$ cat src/rtl/btn_step_counter.sv
// btn_step_counter: debounced up/down/clear button counter, single clock.
// Ports: sysclk, reset_n (async, active-low), btn_up/btn_down/btn_clr (raw),
//        count[WIDTH], step_pulse, limit_pulse (all outputs registered).
// Optional auto-repeat: define BTN_STEP_COUNTER_AUTOREPEAT_EN
//   (uses HOLD_CYCLES >= 2 and REPEAT_CYCLES >= 2).
module btn_step_counter #(
  parameter int WIDTH                    = 4,
  parameter int DEBOUNCE_COUNT_THRESHOLD = 300,
  parameter int SYNC_STAGES              = 2,
  parameter int SATURATE                 = 0,
  parameter int HOLD_CYCLES              = 50_000_000,
  parameter int REPEAT_CYCLES            = 10_000_000
) (
  input  logic             sysclk,
  input  logic             reset_n,
  input  logic             btn_up,
  input  logic             btn_down,
  input  logic             btn_clr,
  output logic [WIDTH-1:0] count,
  output logic             step_pulse,
  output logic             limit_pulse
);

  // Button lanes: 0 = up, 1 = down, 2 = clr.
  localparam int NB = 3;
  localparam int DW = $clog2(DEBOUNCE_COUNT_THRESHOLD);
  localparam logic [DW-1:0] DB_MAX =
    DW'(DEBOUNCE_COUNT_THRESHOLD - 1);
  localparam logic [WIDTH-1:0] CNT_MAX = '1;
  localparam bit SAT = (SATURATE != 0);

  logic [NB-1:0]          raw;
  logic [NB-1:0]          sync;
  logic [SYNC_STAGES-1:0] sync_q [NB];
  logic [DW-1:0]          db_cnt [NB];
  logic [NB-1:0]          stable;
  logic [NB-1:0]          stable_d;
  logic [NB-1:0]          press;

  logic ev_up;
  logic ev_down;
  logic ev_clr;

  assign raw = {btn_clr, btn_down, btn_up};

  always_comb begin
    sync = '0;
    for (int b = 0; b < NB; b++) begin
      sync[b] = sync_q[b][SYNC_STAGES-1];
    end
  end

  // Synchroniser, debounce and press detection for all lanes.
  // The debounce counter only advances while the synchronised level
  // disagrees with the accepted level, so any return clears progress.
  always_ff @(posedge sysclk or negedge reset_n) begin
    if (!reset_n) begin
      for (int b = 0; b < NB; b++) begin
        sync_q[b] <= '0;
        db_cnt[b] <= '0;
      end
      stable   <= '0;
      stable_d <= '0;
      press    <= '0;
    end else begin
      for (int b = 0; b < NB; b++) begin
        sync_q[b] <= {sync_q[b][SYNC_STAGES-2:0], raw[b]};
        if (sync[b] == stable[b]) begin
          db_cnt[b] <= '0;
        end else if (db_cnt[b] == DB_MAX) begin
          stable[b] <= sync[b];
          db_cnt[b] <= '0;
        end else begin
          db_cnt[b] <= db_cnt[b] + 1'b1;
        end
      end
      stable_d <= stable;
      press    <= stable & ~stable_d;
    end
  end

`ifdef BTN_STEP_COUNTER_AUTOREPEAT_EN

  localparam int RMAX = (HOLD_CYCLES > REPEAT_CYCLES) ?
                        HOLD_CYCLES : REPEAT_CYCLES;
  localparam int RW = $clog2(RMAX + 1);
  localparam logic [RW-1:0] HOLD_END = RW'(HOLD_CYCLES - 1);
  localparam logic [RW-1:0] RPT_END  = RW'(REPEAT_CYCLES - 1);

  typedef enum logic [1:0] {
    RP_IDLE,
    RP_HOLD,
    RP_RPT
  } rp_state_t;

  rp_state_t       rp_state;
  logic [RW-1:0]   rp_timer;
  logic            rp_down;
  logic            rep_up;
  logic            rep_down;
  logic            hold_ok;

  // Repeat may only run with exactly one direction held and no clear.
  assign hold_ok = (stable[0] ^ stable[1]) & ~stable[2];

  // Timer starts at 1 on the cycle after the press, so the first
  // repeat pulse lands HOLD_CYCLES after the press pulse.
  always_ff @(posedge sysclk or negedge reset_n) begin
    if (!reset_n) begin
      rp_state <= RP_IDLE;
      rp_timer <= '0;
      rp_down  <= 1'b0;
      rep_up   <= 1'b0;
      rep_down <= 1'b0;
    end else begin
      rep_up   <= 1'b0;
      rep_down <= 1'b0;
      if (!hold_ok) begin
        rp_state <= RP_IDLE;
        rp_timer <= '0;
      end else begin
        unique case (rp_state)
          RP_IDLE: begin
            if (press[0] | press[1]) begin
              rp_state <= RP_HOLD;
              rp_timer <= RW'(1);
              rp_down  <= stable[1];
            end
          end
          RP_HOLD, RP_RPT: begin
            if (rp_down != stable[1]) begin
              rp_state <= RP_IDLE;
              rp_timer <= '0;
            end else if (rp_timer ==
                         ((rp_state == RP_HOLD) ?
                          HOLD_END : RPT_END)) begin
              rep_up   <= ~rp_down;
              rep_down <= rp_down;
              rp_timer <= '0;
              rp_state <= RP_RPT;
            end else begin
              rp_timer <= rp_timer + 1'b1;
            end
          end
          default: begin
            rp_state <= RP_IDLE;
            rp_timer <= '0;
          end
        endcase
      end
    end
  end

  assign ev_up   = press[0] | rep_up;
  assign ev_down = press[1] | rep_down;
  assign ev_clr  = press[2];

`else

  logic unused_cfg;
  assign unused_cfg = (HOLD_CYCLES == REPEAT_CYCLES);

  assign ev_up   = press[0];
  assign ev_down = press[1];
  assign ev_clr  = press[2];

`endif

  // Clear wins, simultaneous up/down cancel, else a single step.
  always_ff @(posedge sysclk or negedge reset_n) begin
    if (!reset_n) begin
      count       <= '0;
      step_pulse  <= 1'b0;
      limit_pulse <= 1'b0;
    end else begin
      step_pulse  <= 1'b0;
      limit_pulse <= 1'b0;
      if (ev_clr) begin
        count      <= '0;
        step_pulse <= |count;
      end else if (ev_up && ev_down) begin
        count <= count;
      end else if (ev_up) begin
        if (count == CNT_MAX) begin
          limit_pulse <= 1'b1;
          if (!SAT) begin
            count      <= '0;
            step_pulse <= 1'b1;
          end
        end else begin
          count      <= count + 1'b1;
          step_pulse <= 1'b1;
        end
      end else if (ev_down) begin
        if (count == '0) begin
          limit_pulse <= 1'b1;
          if (!SAT) begin
            count      <= CNT_MAX;
            step_pulse <= 1'b1;
          end
        end else begin
          count      <= count - 1'b1;
          step_pulse <= 1'b1;
        end
      end
    end
  end

endmodule

$ cat config.mk
export PLATFORM = sky130hd
export DESIGN_NAME = btn_step_counter
export DESIGN_NICKNAME = d
export VERILOG_FILES = /design/src/rtl/btn_step_counter.sv
export SDC_FILE = /design/constraint.sdc
export NUM_CORES = 1
export LEC_CHECK = 0
export BUFFER_PORTS_ARGS = -buffer_cell sky130_fd_sc_hd__buf_2
export CAP_MARGIN = 0
export CORE_MARGIN = 3
export CORE_UTILIZATION = 42
export DETAILED_ROUTE_END_ITERATION = 8
export HOLD_SLACK_MARGIN = 0.03
export PLACE_DENSITY = 0.67
export SLEW_MARGIN = 20
export SYNTH_ARGS = -nofsm -noshare
export SYNTH_HDL_FRONTEND = slang
export SYNTH_SLANG_ARGS = --single-unit
$ cat constraint.sdc
create_clock -name sysclk -period 2.65 [get_ports sysclk]
set_input_delay 0 -clock sysclk [delete_from_list [all_inputs] [get_ports sysclk]]
set_output_delay 0 -clock sysclk [all_outputs]
set_load 0.05 [all_outputs]
# ---- Word level (Yosys, flattened, before mapping)
# Cells that the tools add are included.
dict set report op_classes {
  addsub 5
  mul 0
  n_div 0
  order_cmp 0
  eq_ne 8
  shifts 0
  n_mux 22
  n_bitwise 5
  n_reduce_logical 8
}
# cell count
set op_table {}
lappend op_table {{two-way mux 9 bit} 6}
lappend op_table {{adder 9 x 1 -> 9 bit, second input constant} 3}
lappend op_table {{== test 9 bit, second input constant} 3}
lappend op_table {{two-way mux 4 bit} 6}
lappend op_table {{two-way mux 1 bit} 10}
lappend op_table {{AND reduction 2 bit} 4}
lappend op_table {{adder 4 x 1 -> 4 bit, second input constant} 1}
lappend op_table {{== test 4 bit, second input constant} 1}
lappend op_table {{zero test 4 bit} 1}
lappend op_table {{OR reduction 4 bit} 1}
lappend op_table {{subtractor 4 x 1 -> 4 bit, second input constant} 1}
lappend op_table {{bitwise AND 3 bit} 1}
lappend op_table {{== test 1 bit} 3}
lappend op_table {{inverter 1 bit} 3}
lappend op_table {{inverter 3 bit} 1}
lappend op_table {{nonzero test 3 bit} 1}
lappend op_table {{inequality test 2 bit, second input constant} 1}
lappend op_table {{logical AND 1 bit} 1}
dict set report totals {
  ff_bits 48
  latch_bits 0
  mem_bits_rw 0
  romBits 0
  output_inout_bits 6
  elab_cells 62
  mem_count 0
}

# ---- Depth between registers and ports, before layout
dict set report logic_depth {
  ltp_word 6
  ltp_mapped 7
}

# ---- Worst setup path after synthesis
# Ideal clock, no wire load.
dict set report synth_path {
  kind {flip-flop to flip-flop}
  startpoint {register db_cnt[20] in the netlist's numbering}
  endpoint {register stable[0]}
  setup_ps 125
  arrival_time_ps 1715
  required_time_ps 2525
  setup_slack_ps 810
  stages_incl_launch_ff 4
  path_buffers 0
  period_less_slack_ps 1840
  cell_sequence {dfrtp_1 > or4b_1 > or4_4 > mux2_4}
}
dict set report synth_via {
  elab_chain_len 2
}
# item line_no
set synth_lines {}
lappend synth_lines {{start: declaration} 35} ;# logic [DW-1:0] db_cnt [NB];
lappend synth_lines {{start signal: indexed assignment} 74} ;# db_cnt[b] <= db_cnt[b] + 1'b1;
lappend synth_lines {{== test 9 bit} 70} ;# end else if (db_cnt[b] == DB_MAX) begin
lappend synth_lines {{AND reduction 2 bit (no source line)} -}
lappend synth_lines {{end signal: indexed assignment} 71} ;# stable[b] <= sync[b];
lappend synth_lines {{end: declaration} 36} ;# logic [NB-1:0] stable;
# Every way passes these cells.
# A chain may end at the register's enable or synchronous reset.

# ---- Worst setup path after layout
dict set report layout_path {
  startpoint {register db_cnt[20] in the netlist's numbering}
  endpoint {register db_cnt[25] in the netlist's numbering}
}
dict set report layout_via {
  elab_chain_len 3
  word_cells_on_any_way 4
  classes_between {add/sub (1); eq/ne (1); mux (2)}
}
# item line_no
set layout_lines {}
lappend layout_lines {{adder 9 x 1 -> 9 bit / == test 9 bit (equally long branches)} {74, 70}}
lappend layout_lines {{two-way mux 9 bit *} 70}
lappend layout_lines {{two-way mux 9 bit *} 68} ;# if (sync[b] == stable[b]) begin
# Every way passes the cells marked *; elsewhere a longest branch is shown, timed or not.

==> results_dict.tcl <==
set metrics [dict create \
    die_h_um 77.4 \
    boundaryPins 11 \
    layout_commonest_cell "dfrtp_1" \
    synth_seq_cells 48 \
    finalMaxSlewViolations 0 \
    final_util_pct 50.8 \
    syn_inst 200 \
    yosysUniqueCellTypes 34 \
    hp-class "primary input to asynchronous set/reset pin" \
    syn-num-nets 213 \
    cts.clk_slew.worst_paths_ps 90 \
    first_pass_iters 4 \
    coreArea_sq_um 4820 \
    wl_um 3270 \
    reg2regPathDepth 4 \
    cts_tree "done" \
    min_period_ps 1910 \
    grt_overflow 0 \
    tightest_slew_ps 473 \
    rsz0062_at_grt "false" \
    cts_buffer_depth 2 \
    r2r_setup_slack_ps 740 \
    remaining_drc_errors 0 \
    io_buffers 10 \
    n_antenna_cell 0 \
    cts_resized 0 \
    maxCapViolCount 0 \
    clock-root-buffer "clkbuf_8" \
    ys_async_sr_fraction_pct 100 \
    yosysWarnings 0 \
    synth-seq-area-share_pct 56.2 \
    synth_compound_area_share_pct 5.38 \
    start_kind "register" \
    yosys-mux-area-fraction_pct 1.93 \
    grt_pass1_vias 1357 \
    post-route-period-util_pct 71.9 \
    synth_edf_count 0 \
    wire_per_inst_um 11.4 \
    cellPowerDensity_nw_per_um2 578 \
    drtAntennaViolNets 0 \
    cts_made_buffers 5 \
    critical_path.endpoint_type "register" \
    cts.htree.levels 2 \
    start_util_pct 44.4 \
    design.die.area_sq_um 5980 \
    relSlewSlack_pct 68.5 \
    synth-xor-area-share_pct 9.83 \
    hold_viol 0 \
    leakage_nw 1.10 \
    layout_common_cells "dfrtp_1, nor2_1, nand3_1, xnor2_1, nand2_1" \
    synth_top_family_by_area "simple AND/OR/NAND/NOR gates" \
    drive_above_1_share_pct 11.8 \
    cp.arrival_ps 2080 \
    vias 1397 \
    syn_area_sq_um 2140 \
    grt.total_usage_pct 12.4 \
    syn_to_final_growth_pct 14.5 \
    outcome "complete, no violations" \
    r2r_end "db_cnt[25]$_DFF_PN0_" \
    regToRegStartpoint "db_cnt[20]$_DFF_PN0_" \
    die_w_um 77.4 \
    avgViaCountPerCell 4.85 \
    grt_first_pass_wirelength_um 6010 \
    drtIter0Drc 59 \
    final-setup-viol-count 0 \
    setup_tns_ps 0 \
    num-nets-final 234 \
    num_rows 25 \
    synth-main-ff-cell "dfrtp_1" \
    critical_path_required_ps 2820 \
    gp_congestion 0.766 \
    avgSynthCellArea_sq_um 10.7 \
    clk_latency_ps 290 \
    path_max_fanout 8 \
    ir_drop_mv 0.374 \
    path_class "register to register" \
    skew_ps 7.79 \
    dp_hpwl_um 2300 \
    fmax_ghz 0.525 \
    yosys.area_share.simple_pct 20.4 \
    antenna_found_initial 0 \
    synthAdderAreaFrac_pct 4.68 \
    cts.sinks 48 \
    grt_max_degree 23 \
]
==> critical path, stage by stage (launching register included) <==
cell,delay [ps]
dfrtp_1,440
or4b_1,530
or4_4,510
nand2_1,230
nor2_1,80
==> synth_stat cells, types with 4 or more instances <==
cell type | n | area, sq um
nand3_1 | 15 | 75.1
o21ai_0 | 6 | 30.0
nor2_1 | 36 | 135
nor2b_1 | 4 | 25.0
ha_1 | 8 | 100
xnor2_1 | 15 | 131
dfrtp_1 | 48 | 1200
inv_1 | 7 | 26.3
and2_1 | 4 | 25.0
nand2_1 | 12 | 45.0
nand4_1 | 5 | 31.3
xor2_1 | 9 | 78.8
a21oi_1 | 5 | 25.0
==> layer usage <==
| layer | track usage [%] | vias up | part of all wire, % |
|---|---|---|---|
| li1 | - | 716 | - |
| met1 | 17.1 | 661 | 52 |
| met2 | 18.7 | 18 | 45 |
| met3 | 2.90 | 2 | 2.3 |
| met4 | 5.52 | 0 | 0.76 |
| met5 | 0 | - | 0 |
==> flip-flops by register name, summed over array words and instances, names as in the netlist <==
signal and flops:
step_pulse 1, press 3, stable_d 3, stable 3, count 4, sync 3, limit_pulse 1, db_cnt 27
sync_q 3
==> report_power, final <==
part	switching, mW	internal, mW	total [mW]
logic	0.0301	0.0208	0.0508
clock network	0.231	0.371	0.602
registers	0.0152	0.747	0.763
total	0.276	1.14	1.42
==> worst max-delay path by stage <==
stage / from / endpoint / slack (ps) / depth (start not counted)
after detailed placement: db_cnt[20]$_DFF_PN0_ / db_cnt[22]$_DFF_PN0_ / 730 / 4
final: db_cnt[20]$_DFF_PN0_ / db_cnt[25]$_DFF_PN0_ / 740 / 4
after floorplan: db_cnt[20]$_DFF_PN0_ / stable[0]$_DFFE_PN0P_ / 810 / 3
after global placement: db_cnt[20]$_DFF_PN0_ / db_cnt[21]$_DFF_PN0_ / 760 / 4
after CTS: db_cnt[20]$_DFF_PN0_ / db_cnt[25]$_DFF_PN0_ / 720 / 4
after global routing: db_cnt[20]$_DFF_PN0_ / db_cnt[23]$_DFF_PN0_ / 620 / 4
==> layout make-up <==
class	instances	area [sq um]
inverter	7	26.3
timing repair buffer	16	105
clock buffer	5	68.8
tap	67	83.8
multi-input combinational	143	903
sequential	48	1200
fill	461	2370
clock inverter	2	60.1
==> through the flow <==
| stage | cells | total power [mW] | setup WS [ps] | instance area, sq um | hold slack (ps) |
|---|---|---|---|---|---|
| detailed placement | 277 | 0.825 | 725 | 2280 | -10.6 |
| finish | 288 | 1.42 | 744 | 2450 | 189 |
| floorplan | 200 | 0.797 | 810 | 2140 | -296 |
| global route | 288 | 1.47 | 625 | 2450 | 236 |
| CTS | 288 | 1.44 | 717 | 2450 | 195 |
| global placement | 277 | 0.825 | 762 | 2280 | -12.3 |
==> timing repair <==
item	CTS	global route
hold endpoints to repair	23	0
hold buffers	4	0
buffers inserted	0	0
setup endpoints to repair	0	0
==> cell families after synthesis <==
| family | Yosys count |
|---|---|
| flip-flops | 48 |
| multiplexers | 3 |
| XOR/XNOR | 24 |
| buffers and inverters | 9 |
| AO/OA/AOI/OAI | 19 |
| AND/OR/NAND/NOR | 89 |
| adder cells (fa/ha/maj) | 8 |
Power figures use the tool's default switching activity.
